**src/rtl/roi_crop_engine.sv**
```systemverilog
// Streams a rectangular window of a source image out of a read port and writes it
// contiguously to a destination, one pixel per cycle with a two-stage read/write pipeline.
module roi_crop_engine #(
    parameter int IMG_W    = 200,
    parameter int IMG_H    = 150,
    parameter int DST_BASE = 0
) (
    input  logic        clk,
    input  logic        rst,
    input  logic        start,
    input  logic [10:0] xMin,
    input  logic [10:0] xMax,
    input  logic [10:0] yMin,
    input  logic [10:0] yMax,
    output logic [31:0] readAddr,
    input  logic [15:0] readdata,
    output logic [31:0] writeAddr,
    output logic [15:0] wrdata,
    output logic        wren,
    output logic        busy,
    output logic        done,
    output logic        err
);

    typedef enum logic [1:0] {IDLE, STREAM, DRAIN, FINISH} state_t;

    localparam logic [31:0] IMG_W32 = IMG_W;
    localparam logic [31:0] IMG_H32 = IMG_H;
    localparam logic [31:0] DST32   = DST_BASE;

    state_t      state;
    logic [10:0] x, y, xMinL, xMaxL, yMaxL;
    logic [31:0] rowBase, wrCount;
    logic        reading, dataValid;
    logic        windowOk;

    assign windowOk = (xMin <= xMax) && ({21'b0, xMax} < IMG_W32) &&
                      (yMin <= yMax) && ({21'b0, yMax} < IMG_H32);

    // reading marks a cycle with a live address; dataValid marks the following cycle,
    // when the source memory returns that pixel and it is registered into a write.
    always_ff @(posedge clk) begin
        if (rst) begin
            state     <= IDLE;
            x         <= '0;
            y         <= '0;
            xMinL     <= '0;
            xMaxL     <= '0;
            yMaxL     <= '0;
            rowBase   <= '0;
            wrCount   <= '0;
            reading   <= 1'b0;
            dataValid <= 1'b0;
            readAddr  <= '0;
            writeAddr <= '0;
            wrdata    <= '0;
            wren      <= 1'b0;
            busy      <= 1'b0;
            done      <= 1'b0;
            err       <= 1'b0;
        end else begin
            wren      <= 1'b0;
            done      <= 1'b0;
            dataValid <= reading;
            if (dataValid) begin
                wren      <= 1'b1;
                wrdata    <= readdata;
                writeAddr <= DST32 + wrCount;
                wrCount   <= wrCount + 32'd1;
            end
            case (state)
                IDLE: begin
                    if (start) begin
                        if (windowOk) begin
                            state    <= STREAM;
                            busy     <= 1'b1;
                            err      <= 1'b0;
                            xMinL    <= xMin;
                            xMaxL    <= xMax;
                            yMaxL    <= yMax;
                            x        <= xMin;
                            y        <= yMin;
                            rowBase  <= {21'b0, yMin} * IMG_W32;
                            readAddr <= {21'b0, yMin} * IMG_W32 + {21'b0, xMin};
                            reading  <= 1'b1;
                            wrCount  <= '0;
                        end else begin
                            done <= 1'b1;
                            err  <= 1'b1;
                        end
                    end
                end
                STREAM: begin
                    // Row wrap keeps a running row base so no multiply is needed per pixel.
                    if (x == xMaxL && y == yMaxL) begin
                        state   <= DRAIN;
                        reading <= 1'b0;
                    end else if (x == xMaxL) begin
                        x        <= xMinL;
                        y        <= y + 11'd1;
                        rowBase  <= rowBase + IMG_W32;
                        readAddr <= rowBase + IMG_W32 + {21'b0, xMinL};
                    end else begin
                        x        <= x + 11'd1;
                        readAddr <= readAddr + 32'd1;
                    end
                end
                DRAIN: begin
                    if (!dataValid && !reading) begin
                        state <= FINISH;
                        busy  <= 1'b0;
                        done  <= 1'b1;
                    end
                end
                FINISH: begin
                    state <= IDLE;
                end
                default: state <= IDLE;
            endcase
        end
    end

endmodule

```
**config.mk**
```make
export PLATFORM = sky130hd
export DESIGN_NAME = roi_crop_engine
export DESIGN_NICKNAME = d
export VERILOG_FILES = /design/src/rtl/roi_crop_engine.sv
export SDC_FILE = /design/constraint.sdc
export NUM_CORES = 1
export LEC_CHECK = 0
export ABC_AREA = 0
export BUFFER_PORTS_ARGS = -buffer_cell sky130_fd_sc_hd__buf_2
export CAP_MARGIN = 20
export CORE_ASPECT_RATIO = 0.9
export CORE_MARGIN = 5
export CORE_UTILIZATION = 35
export CTS_CLUSTER_DIAMETER = 60
export CTS_CLUSTER_SIZE = 20
export DETAILED_ROUTE_END_ITERATION = 8
export PLACE_DENSITY = 0.62
export SETUP_SLACK_MARGIN = 0.15
export SLEW_MARGIN = 10
export SYNTH_ARGS = -nofsm -noshare
export SYNTH_HDL_FRONTEND = slang
export SYNTH_SLANG_ARGS = --single-unit
```
**constraint.sdc**
```tcl
create_clock -name clk -period 5.3 [get_ports clk]
set_input_delay 0.795 -clock clk [delete_from_list [all_inputs] [get_ports clk]]
set_output_delay 0.795 -clock clk [all_outputs]
set_load 0.02 [all_outputs]
```
==> results_dict.tcl, run 1 <==
set metrics [dict create \
    layout_commonest_cell "nor2_1" \
    ant_nets 0 \
    cts.clk_slew.worst_paths_ns 0.07 \
    grt_use_total_pct 17.7 \
    clock_power_share_pct 25.3 \
    post_synth_fa_ha_maj_area_fraction_pct 9.14 \
    worst_ep_arrival_time_ns 4.41 \
    synthMuxAreaShare_pct 6.77 \
    drt-pass1-iter-count 5 \
    fin_crit_ns 4.02 \
    die_h_um 193 \
    period_share_pct 75.8 \
    die_w_um 213 \
    critical_path_class "reg2reg" \
    cts-hold-fix-buffers 0 \
    placed_area_um2 14200 \
    min-delay-path-class "reg2reg" \
    reg2reg_depth 11 \
    setup_viol 0 \
    tritoncts_clock_tree "built" \
    fin_area_um2 14900 \
    clkSinkCount 204 \
    num_vias 11900 \
    power_report.internal_total_mw 3.57 \
    setup.reg_to_reg.worst_slack_ns 1.28 \
    vias_per_cell 5.42 \
    final_cell_count_no_fill 2197 \
    setup.worst_path.end "readAddr[30]$_SDFFE_PP0P_" \
    ys_types 89 \
    antenna-diode-count 0 \
    yosysTopAreaCellShare_pct 31.3 \
    critical-path-slowest-cell "nor2_1" \
    async_reset_ff_share_pct 0 \
    switching_share_pct 45.1 \
    setup_ws_ns 1.28 \
    fin_skew_ns 0.0247 \
    slew-limit-headroom_pct 30.0 \
    start_kind "flop" \
    die-area_um2 41200 \
    regToRegEndpoint "readAddr[30]$_SDFFE_PP0P_" \
    cp.required_ns 5.69 \
    hold_viol 0 \
    ys_seq_elements 204 \
    start_util_pct 35.2 \
    final-max-slew-violation-count 0 \
    cts_buffers 23 \
    crit_path_cell_trace "a311oi_2, xnor2_1, ha_1, o21ai_0, nand2b_1, a41oi_1, nor2_1, nand4_2, and4bb_1, xnor2_1, o21ai_1" \
    synth_cells 1598 \
    numPortBuffers 146 \
    area_of_the_core_um2 37000 \
    fraction_of_layout_cells_with_a_size_suffix_above_1_pct 13.9 \
    timing.critical_path.from "rowBase[5]$_SDFFE_PP0P_" \
    postCtsResizedCells 0 \
    clock-root-buffer "clkbuf_16" \
    drt_iter0_drc 664 \
    commonest_non_fill_non_tap_cells_in_the_layout "nor2_1 (227), dfxtp_1 (203), buf_2 (145), nand2_1 (121), mux2i_1 (87)" \
    insertion_delay_ns 0.52 \
    synth_compound_gate_area_share_pct 15.7 \
    net_count_after_synthesis 1752 \
    num_rows 67 \
    crit-reg2reg-launch "rowBase[5]$_SDFFE_PP0P_" \
    detail_route.drc_violations 0 \
    floorplan.io_pins 147 \
    combPwrFrac_pct 44.2 \
    routedWlPerCell_um 17.3 \
    yosys_warnings 0 \
    antenna_violations_before_repair 0 \
    max-cap-violations 0 \
    syn2layout_area_growth_pct 14.6 \
    clk_path_buf_depth 3 \
    setup_total_negative_slack_ns 0 \
    max-vdd-ir-drop_mv 0.474 \
    cts_setup_buffers 0 \
    dp_worst_setup_slack_ns 0.768 \
    h-tree-depth 1 \
    synth_area_leader_cell "dfxtp_1" \
    first_global_vias 11200 \
    outcome "finished clean" \
    critPathMostFrequentCell "xnor2_1" \
    synth_edf_count 0 \
    switchingPower_mw 2.94 \
    postSynth.topFlopCell "dfxtp_1" \
    sequentialPowerShare_pct 30.5 \
    worst_slew_pin_slew_ns 1.05 \
    synth_area_um2 13000 \
    routabilityCongestion 0.897 \
    dp_cells 2157 \
    ys_top_cells_by_area "dfxtp_1 (31%), ha_1 (8.1%), mux2i_1 (6.7%)" \
    synth.avg_cell_area_um2 8.15 \
    grt_first_pass_wirelength_mm 60.1 \
    largest_family_of_logic_cells_by_synthesized_area "simple AND/OR/NAND/NOR gates" \
    detailed_place_hpwl_mm 28.1 \
    grt_max_degree 162 \
    powerDensity_nw_per_um2 436 \
    setup_repair_after_global_routing_missed_its_margin "no" \
    drt-total-wl_mm 38.0 \
    synth_seq_area_share_pct 31.3 \
    synth_simple_gate_area_share_pct 23.0 \
    leakage_nw 5.96 \
    nFillCells 3763 \
    critical_path.max_stage_delay_ns 0.82 \
    largest_fanout_of_any_net_on_the_critical_path 14 \
    crit_path_end_kind "flop" \
    grt_overflow 0 \
    maximum_operating_frequency_mhz 249 \
    total_nets_final 1853 \
    yosys.area_share.xor_xnor_pct 9.08 \
]
[layer usage]
metal	GRT usage (%)	part of all wire (%)
met5	0	0
met4	4.99	2.7
met3	2.98	5.9
met2	28.1	45
met1	24.9	47
[state kept, by name, indices dropped and copies added, names as in the netlist, 2 cells and up]
signal     count
yMaxL         11
xMinL         11
wrCount       32
x             11
y             11
writeAddr     32
xMaxL         11
rowBase       29
state          2
wrdata        16
readAddr      32
[cells in the mapped netlist, types with 10 or more instances]
cell type  instances
a211oi_1          28
o32ai_1           13
nand4_1           36
a22oi_1           10
nand3_1           63
mux2i_1           87
dfxtp_1          204
and2_1            14
ha_1              84
xor2_1            74
buf_1             10
nor3_1            46
nand2_1          121
clkbuf_1          56
or3_1             11
o21ai_0           56
a21oi_1           76
and3_1            20
inv_1             71
nor4_1            15
o211ai_1          17
buf_2             12
nor2_1           228
xnor2_1           61
nor2b_1           11
[cells by family (layout without fill, tap and decap cells)]
family / Yosys count / after routing
AND/OR/NAND/NOR: 624 / 624
multiplexers: 88 / 88
flip-flops: 204 / 204
AO/OA/AOI/OAI: 298 / 298
buffers and inverters: 158 / 274
XOR/XNOR: 135 / 135
adder cells (fa/ha/maj): 91 / 91
[worst min path at each step]
stage,from,endpoint,slack [ns],depth (start not counted)
2_1_floorplan,rowBase[31]$_SDFFE_PP0P_,rowBase[31]$_SDFFE_PP0P_,0.44,2
3_3_place_gp,rowBase[31]$_SDFFE_PP0P_,rowBase[31]$_SDFFE_PP0P_,0.45,2
3_5_place_dp,rowBase[31]$_SDFFE_PP0P_,rowBase[31]$_SDFFE_PP0P_,0.47,2
4_1_cts,rowBase[31]$_SDFFE_PP0P_,rowBase[31]$_SDFFE_PP0P_,0.48,2
5_1_grt,yMaxL[8]$_SDFFE_PP0P_,yMaxL[8]$_SDFFE_PP0P_,0.50,1
6_report,rowBase[31]$_SDFFE_PP0P_,rowBase[31]$_SDFFE_PP0P_,0.47,2
[worst max-delay path: cells and delay by family (launching register included)]
| kind | cells | cell delay [ns] |
|---|---|---|
| AND/OR/NAND/NOR | 4 | 1.67 |
| XOR/XNOR | 2 | 0.32 |
| adder cells (fa/ha/maj) | 1 | 0.35 |
| flip-flops | 1 | 0.40 |
| AO/OA/AOI/OAI | 4 | 1.14 |
[per-stage QoR]
| stage | utilization [%] | hold WS [ns] | power [mW] |
|---|---|---|---|
| after floorplan | - | 0.444 | 3.94 |
| after global placement | 38.3 | 0.455 | 4.79 |
| after CTS | 40.4 | 0.478 | 6.52 |
| after detailed placement | 38.3 | 0.468 | 4.85 |
| after global routing | 40.4 | 0.497 | 6.90 |
| final | 40.4 | 0.474 | 6.51 |
[power by group through the flow]
stage	logic [mW]	clock network (mW)	registers [mW]
floorplan	1.98	0	1.96
global placement	2.79	0	2.01
detailed placement	2.84	0	2.02
CTS	2.85	1.68	1.98
global route	3.13	1.75	2.01
finish	2.88	1.65	1.99
[area by class of cell]
class | count | area [um2] | share of cell area, %
Tap cell | 483 | 604 | 4.05
Timing Repair Buffer | 161 | 871 | 5.83
Clock inverter | 14 | 180 | 1.21
Multi-Input combinational cell | 1236 | 8320 | 55.8
Inverter | 73 | 274 | 1.84
Sequential cell | 204 | 4090 | 27.4
Clock buffer | 26 | 587 | 3.93
Note: power is estimated with default switching activity, not from simulation.
==> run 2, diff against run 1 <==
- clock period: 5.3 -> 3.7 ns (I/O delays scaled with it)
==> run 2 against run 1 <==
  * Clock power is 28% higher
  * Largest cell class unchanged
  * Clock skew is 0.0077 ns lower
  * Cell count is 3.0% higher
  * Highest routed layer unchanged
==> results_dict.tcl, run 2 (synthesis results as in run 1) <==
set metrics [dict create \
    grt_overflow 0 \
    hold_viol 0 \
    critical_path.max_stage_delay_ns 0.54 \
    numPortBuffers 146 \
    drt_iter0_drc 1059 \
    outcome "finished clean" \
    largest_fanout_of_any_net_on_the_critical_path 5 \
    insertion_delay_ns 0.50 \
    setup_viol 0 \
    fin_util_pct 42.6 \
    cts_buffers 19 \
    die_h_um 193 \
    first_global_vias 11600 \
    grt_first_pass_wirelength_mm 62.0 \
    drt-pass1-iter-count 5 \
    antenna_violations_before_repair 0 \
    leakage_nw 6.33 \
    grt_max_degree 105 \
    groute.layer.met3.usage_pct 3.37 \
    powerDensity_nw_per_um2 614 \
    cp.required_ns 4.09 \
    maximum_operating_frequency_mhz 288 \
    start_kind "input pin" \
    clkSinkCount 204 \
    fin_crit_ns 3.47 \
    power_report.internal_total_mw 5.32 \
    worst_slew_pin_slew_ns 0.899 \
    critPathMostFrequentCell "ha_4" \
    critical-path-slowest-cell "or4b_4" \
    drt-total-wl_mm 38.7 \
    final-max-slew-violation-count 0 \
    crit_path_cell_trace "buf_2, ha_4, ha_4, fa_1, ha_4, o21ai_2, or4b_4, nand3_4, nor3b_4, nand4_1, nor4_2, xnor2_1, o41ai_1" \
    switching_share_pct 45.0 \
    layout_commonest_cell "nor2_1" \
    ant_nets 0 \
    area_of_the_core_um2 37000 \
    routabilityCongestion 0.890 \
    start_util_pct 35.2 \
    num_rows 67 \
    total_nets_final 1923 \
    total_power_mw 9.67 \
    min-delay-path-class "in2reg" \
    max-cap-violations 0 \
    nFillCells 3678 \
    critical_path_class "in2reg" \
    die_w_um 213 \
    vias_per_cell 5.42 \
    busiest_layer "met2" \
    clk_path_buf_depth 3 \
    grt_use_total_pct 18.1 \
    h-tree-depth 1 \
    syn2layout_area_growth_pct 20.9 \
    clock-root-buffer "clkbuf_16" \
    worst_ep_arrival_time_ns 3.86 \
    period_share_pct 93.9 \
    routedWlPerCell_um 17.1 \
    clock_power_share_pct 21.8 \
    die-area_um2 41200 \
    fraction_of_layout_cells_with_a_size_suffix_above_1_pct 19.4 \
    slew-limit-headroom_pct 40.0 \
    cts-hold-fix-buffers 0 \
    floorplan.io_pins 147 \
    switchingPower_mw 4.36 \
    setup_total_negative_slack_ns 0 \
    cts.clk_slew.worst_paths_ns 0.08 \
    tritoncts_clock_tree "built" \
    detailed_place_hpwl_mm 28.9 \
    num_vias 12300 \
    setup_repair_after_global_routing_missed_its_margin "yes" \
    max-vdd-ir-drop_mv 0.758 \
    sequentialPowerShare_pct 28.6 \
    timing.hold.ws_ns 0.290 \
    largest_registers "readAddr x32, wrCount x32, writeAddr x32" \
    detail_route.drc_violations 0 \
    crit_path_end_kind "flop" \
    antenna-diode-count 0 \
    fin_skew_ns 0.0170 \
    groute.layer.met2.usage_pct 28.2 \
    combPwrFrac_pct 49.6 \
    commonest_non_fill_non_tap_cells_in_the_layout "nor2_1 (226), dfxtp_1 (203), buf_2 (143), nand2_1 (121), mux2i_1 (87)" \
    grt_util_met1_pct 26.3 \
]
==> run 2: worst paths after layout <==
check                                             start                         to  slack [ns]  cells after the start
worst max register to register  rowBase[3]$_SDFFE_PP0P_  readAddr[12]$_SDFFE_PP0P_        0.30                     12
worst min register to register        busy$_SDFFE_PP0P_          busy$_SDFFE_PP0P_        0.47                      2
worst max-delay path                            yMin[2]  readAddr[17]$_SDFFE_PP0P_        0.23                     13
worst min-delay path                        readdata[1]     wrdata[1]$_SDFFE_PP0P_        0.29                      3
==> run 2: area by class of cell <==
class | instances | area, um2 | area share (%)
clock buffers | 20 | 489 | 3.11
clock inverters | 13 | 166 | 1.06
inverters | 73 | 274 | 1.74
multi-input cells | 1236 | 8630 | 54.8
flip-flops and latches | 204 | 4090 | 26.0
well taps | 483 | 604 | 3.84
repair buffers | 235 | 1500 | 9.51
==> run 2: worst max-delay path: cells and delay by family <==
| family | cells | cell delay (ns) |
|---|---|---|
| compound gates | 2 | 0.38 |
| xor+xnor | 1 | 0.13 |
| fa+ha+maj | 4 | 1.29 |
| buf+inv | 1 | 0.14 |
| simple gates | 5 | 1.35 |
==> run 2: repair_timing <==
action | CTS | global route
setup endpoints to repair | 1 | 8
setup buffers | 0 | 7
pin swaps | 1 | 16
resized for setup | 0 | 26
==> run 2: power by group through the flow <==
stage / Combinational [mW] / Clock, mW / Sequential (mW)
floorplan: 2.95 / 0 / 2.80
global placement: 4.57 / 0 / 2.80
detailed placement: 4.60 / 0 / 2.81
CTS: 4.62 / 2.16 / 2.76
global route: 5.22 / 2.25 / 2.81
finish: 4.80 / 2.11 / 2.77
==> run 2: stage by stage <==
stage | std cells | area [um2] | setup WS, ns
detailed placement | 2224 | 14900 | -0.353
CTS | 2257 | 15500 | 0.162
finish | 2264 | 15800 | 0.226
global route | 2264 | 15800 | 0.0606
floorplan | 1598 | 13200 | 0.110
global placement | 2224 | 14900 | -0.236
==> run 2: metal layers <==
metal	up-vias	wire (um)
met2	334	17000
met3	55	2500
met4	0	878
met5	-	0
li1	6042	-
met1	5829	18300
==> run 3, diff against run 2 <==
- MAX_ROUTING_LAYER: not set -> met4
==> run 3 against run 2 <==
  * Worst setup slack better by 0.0078 ns
  * Clock skew is 0.0012 ns higher
  * Combinational power hardly changed
  * Wire length up 0.12%
  * Die area unchanged
  * Count of clock-buffer cells in the layout did not move
  * Total power is essentially flat
  * Cell count stayed put
  * Largest power group unchanged
  * Highest routed layer unchanged
==> results_dict.tcl, run 3 (synthesis results as in run 1) <==
set metrics [dict create \
    whs_path_depth 3 \
    worst_hold_startpoint "readdata[15]" \
    dp_cells 2224 \
    die-area_um2 41200 \
    fin_skew_ns 0.0182 \
    final_cell_count_no_fill 2264 \
    final-max-slew-violation-count 0 \
    max-cap-violations 0 \
    syn2layout_area_growth_pct 20.9 \
    slew-limit-headroom_pct 41.1 \
    critical_path_class "in2reg" \
    powerDensity_nw_per_um2 614 \
    drt-pass1-iter-count 5 \
    worstHoldEndpoint "wrdata[15]$_SDFFE_PP0P_" \
    start_util_pct 35.2 \
    cts.clk_slew.worst_paths_ns 0.08 \
    die_w_um 213 \
    fin_util_pct 42.6 \
    fraction_of_layout_cells_with_a_size_suffix_above_1_pct 19.4 \
    setup.reg_to_reg.worst_slack_ns 0.28 \
    hold_viol 0 \
    antenna_violations_before_repair 0 \
    setup_repair_after_global_routing_missed_its_margin "yes" \
    grt_use_total_pct 18.7 \
    grt_overflow 0 \
    die_h_um 193 \
    area_of_the_core_um2 37000 \
    max-vdd-ir-drop_mv 0.759 \
    largest_registers "readAddr x32, wrCount x32, writeAddr x32" \
    cts-hold-fix-buffers 0 \
    commonest_non_fill_non_tap_cells_in_the_layout "nor2_1 (226), dfxtp_1 (203), buf_2 (143), nand2_1 (121), mux2i_1 (87)" \
    routabilityCongestion 0.905 \
    crit-reg2reg-launch "rowBase[3]$_SDFFE_PP0P_" \
    ant_nets 0 \
    placed_area_um2 14900 \
    numPortBuffers 146 \
    reg2reg_depth 12 \
    vias_per_cell 5.40 \
    cp.required_ns 4.09 \
    worst_ep_arrival_time_ns 3.86 \
    drt_iter0_drc 1043 \
    detailed_place_hpwl_mm 28.9 \
    floorplan.io_pins 147 \
    regToRegEndpoint "readAddr[12]$_SDFFE_PP0P_" \
    drt-total-wl_mm 38.7 \
    setup_viol 0 \
    total_nets_final 1923 \
    antenna-diode-count 0 \
    dp_worst_setup_slack_ns -0.353 \
    tritoncts_clock_tree "built" \
    crit_path_end_kind "flop" \
    worst_slew_pin_slew_ns 0.883 \
    nFillCells 3678 \
    outcome "finished clean" \
    detail_route.drc_violations 0 \
    num_vias 12200 \
    groute.layer.met2.usage_pct 28.1 \
    groute.layer.met3.usage_pct 3.30 \
    fin_area_um2 15800 \
    fin_crit_ns 3.47 \
    period_share_pct 93.7 \
    routedWlPerCell_um 17.1 \
    grt_first_pass_wirelength_mm 61.9 \
    cts_buffers 19 \
    min-delay-path-class "in2reg" \
    clk_path_buf_depth 3 \
    clock-root-buffer "clkbuf_16" \
    clkSinkCount 204 \
    layout_commonest_cell "nor2_1" \
    start_kind "input pin" \
    first_global_vias 11600 \
    maximum_operating_frequency_mhz 289 \
    grt_util_met1_pct 26.5 \
    largest_fanout_of_any_net_on_the_critical_path 5 \
    setup_ws_ns 0.234 \
    leakage_nw 6.33 \
    insertion_delay_ns 0.50 \
    num_rows 67 \
    busiest_layer "met2" \
    total_power_mw 9.67 \
    grt_max_degree 105 \
    h-tree-depth 1 \
]
[run 3: what timing repair did]
item,in CTS,in global routing
pin swaps,1,16
setup buffers,0,7
endpoints found under the setup margin,1,9
gates cloned,0,0
gates resized for setup,0,26
[run 3: through the flow]
step | setup TNS, ns | hold WS [ns]
after detailed placement | -1.80 | 0.463
after global routing | 0 | 0.296
after floorplan | 0 | 0.444
final | 0 | 0.293
after global placement | -1.26 | 0.450
after CTS | 0 | 0.272
[run 3: how the worst max path moves through the flow]
stage                        from                   endpoint  slack, ns  cells past startpoint
after floorplan           yMin[3]  readAddr[15]$_SDFFE_PP0P_       0.11                     14
after global placement    yMin[1]  readAddr[15]$_SDFFE_PP0P_      -0.24                     15
after detailed placement  yMin[1]  readAddr[15]$_SDFFE_PP0P_      -0.35                     15
after CTS                 yMin[1]  readAddr[15]$_SDFFE_PP0P_       0.16                     15
after global routing      yMin[4]  readAddr[17]$_SDFFE_PP0P_       0.06                     15
final                     yMin[2]  readAddr[17]$_SDFFE_PP0P_       0.23                     13
[run 3: critical path, stage by stage]
cell     delay, ns
buf_2         0.14
ha_4          0.25
ha_4          0.23
fa_1          0.48
ha_4          0.33
o21ai_2       0.07
or4b_4        0.54
nand3_4       0.09
nor3b_4       0.22
nand4_1       0.17
nor4_2        0.33
xnor2_1       0.14
o41ai_1       0.29
[run 3: where the power goes]
group / internal [mW] / switching, mW
clock network: 1.10 / 1.00
logic: 1.79 / 3.00
registers: 2.43 / 0.346
[run 3: metal layers]
layer	part of all wire, %	routed length [um]
met1	47	18400
met2	44	17100
met3	6.3	2430
met4	2.2	850
met5	0	0
[run 3: area by class of cell]
| cell class | count | area (um2) | share of cell area, % |
|---|---|---|---|
| Multi-Input combinational cell | 1236 | 8630 | 54.8 |
| Sequential cell | 204 | 4090 | 26.0 |
| Timing Repair Buffer | 235 | 1500 | 9.51 |
| Clock buffer | 20 | 489 | 3.11 |
| Tap cell | 483 | 604 | 3.84 |
| Inverter | 73 | 274 | 1.74 |
| Clock inverter | 13 | 166 | 1.06 |
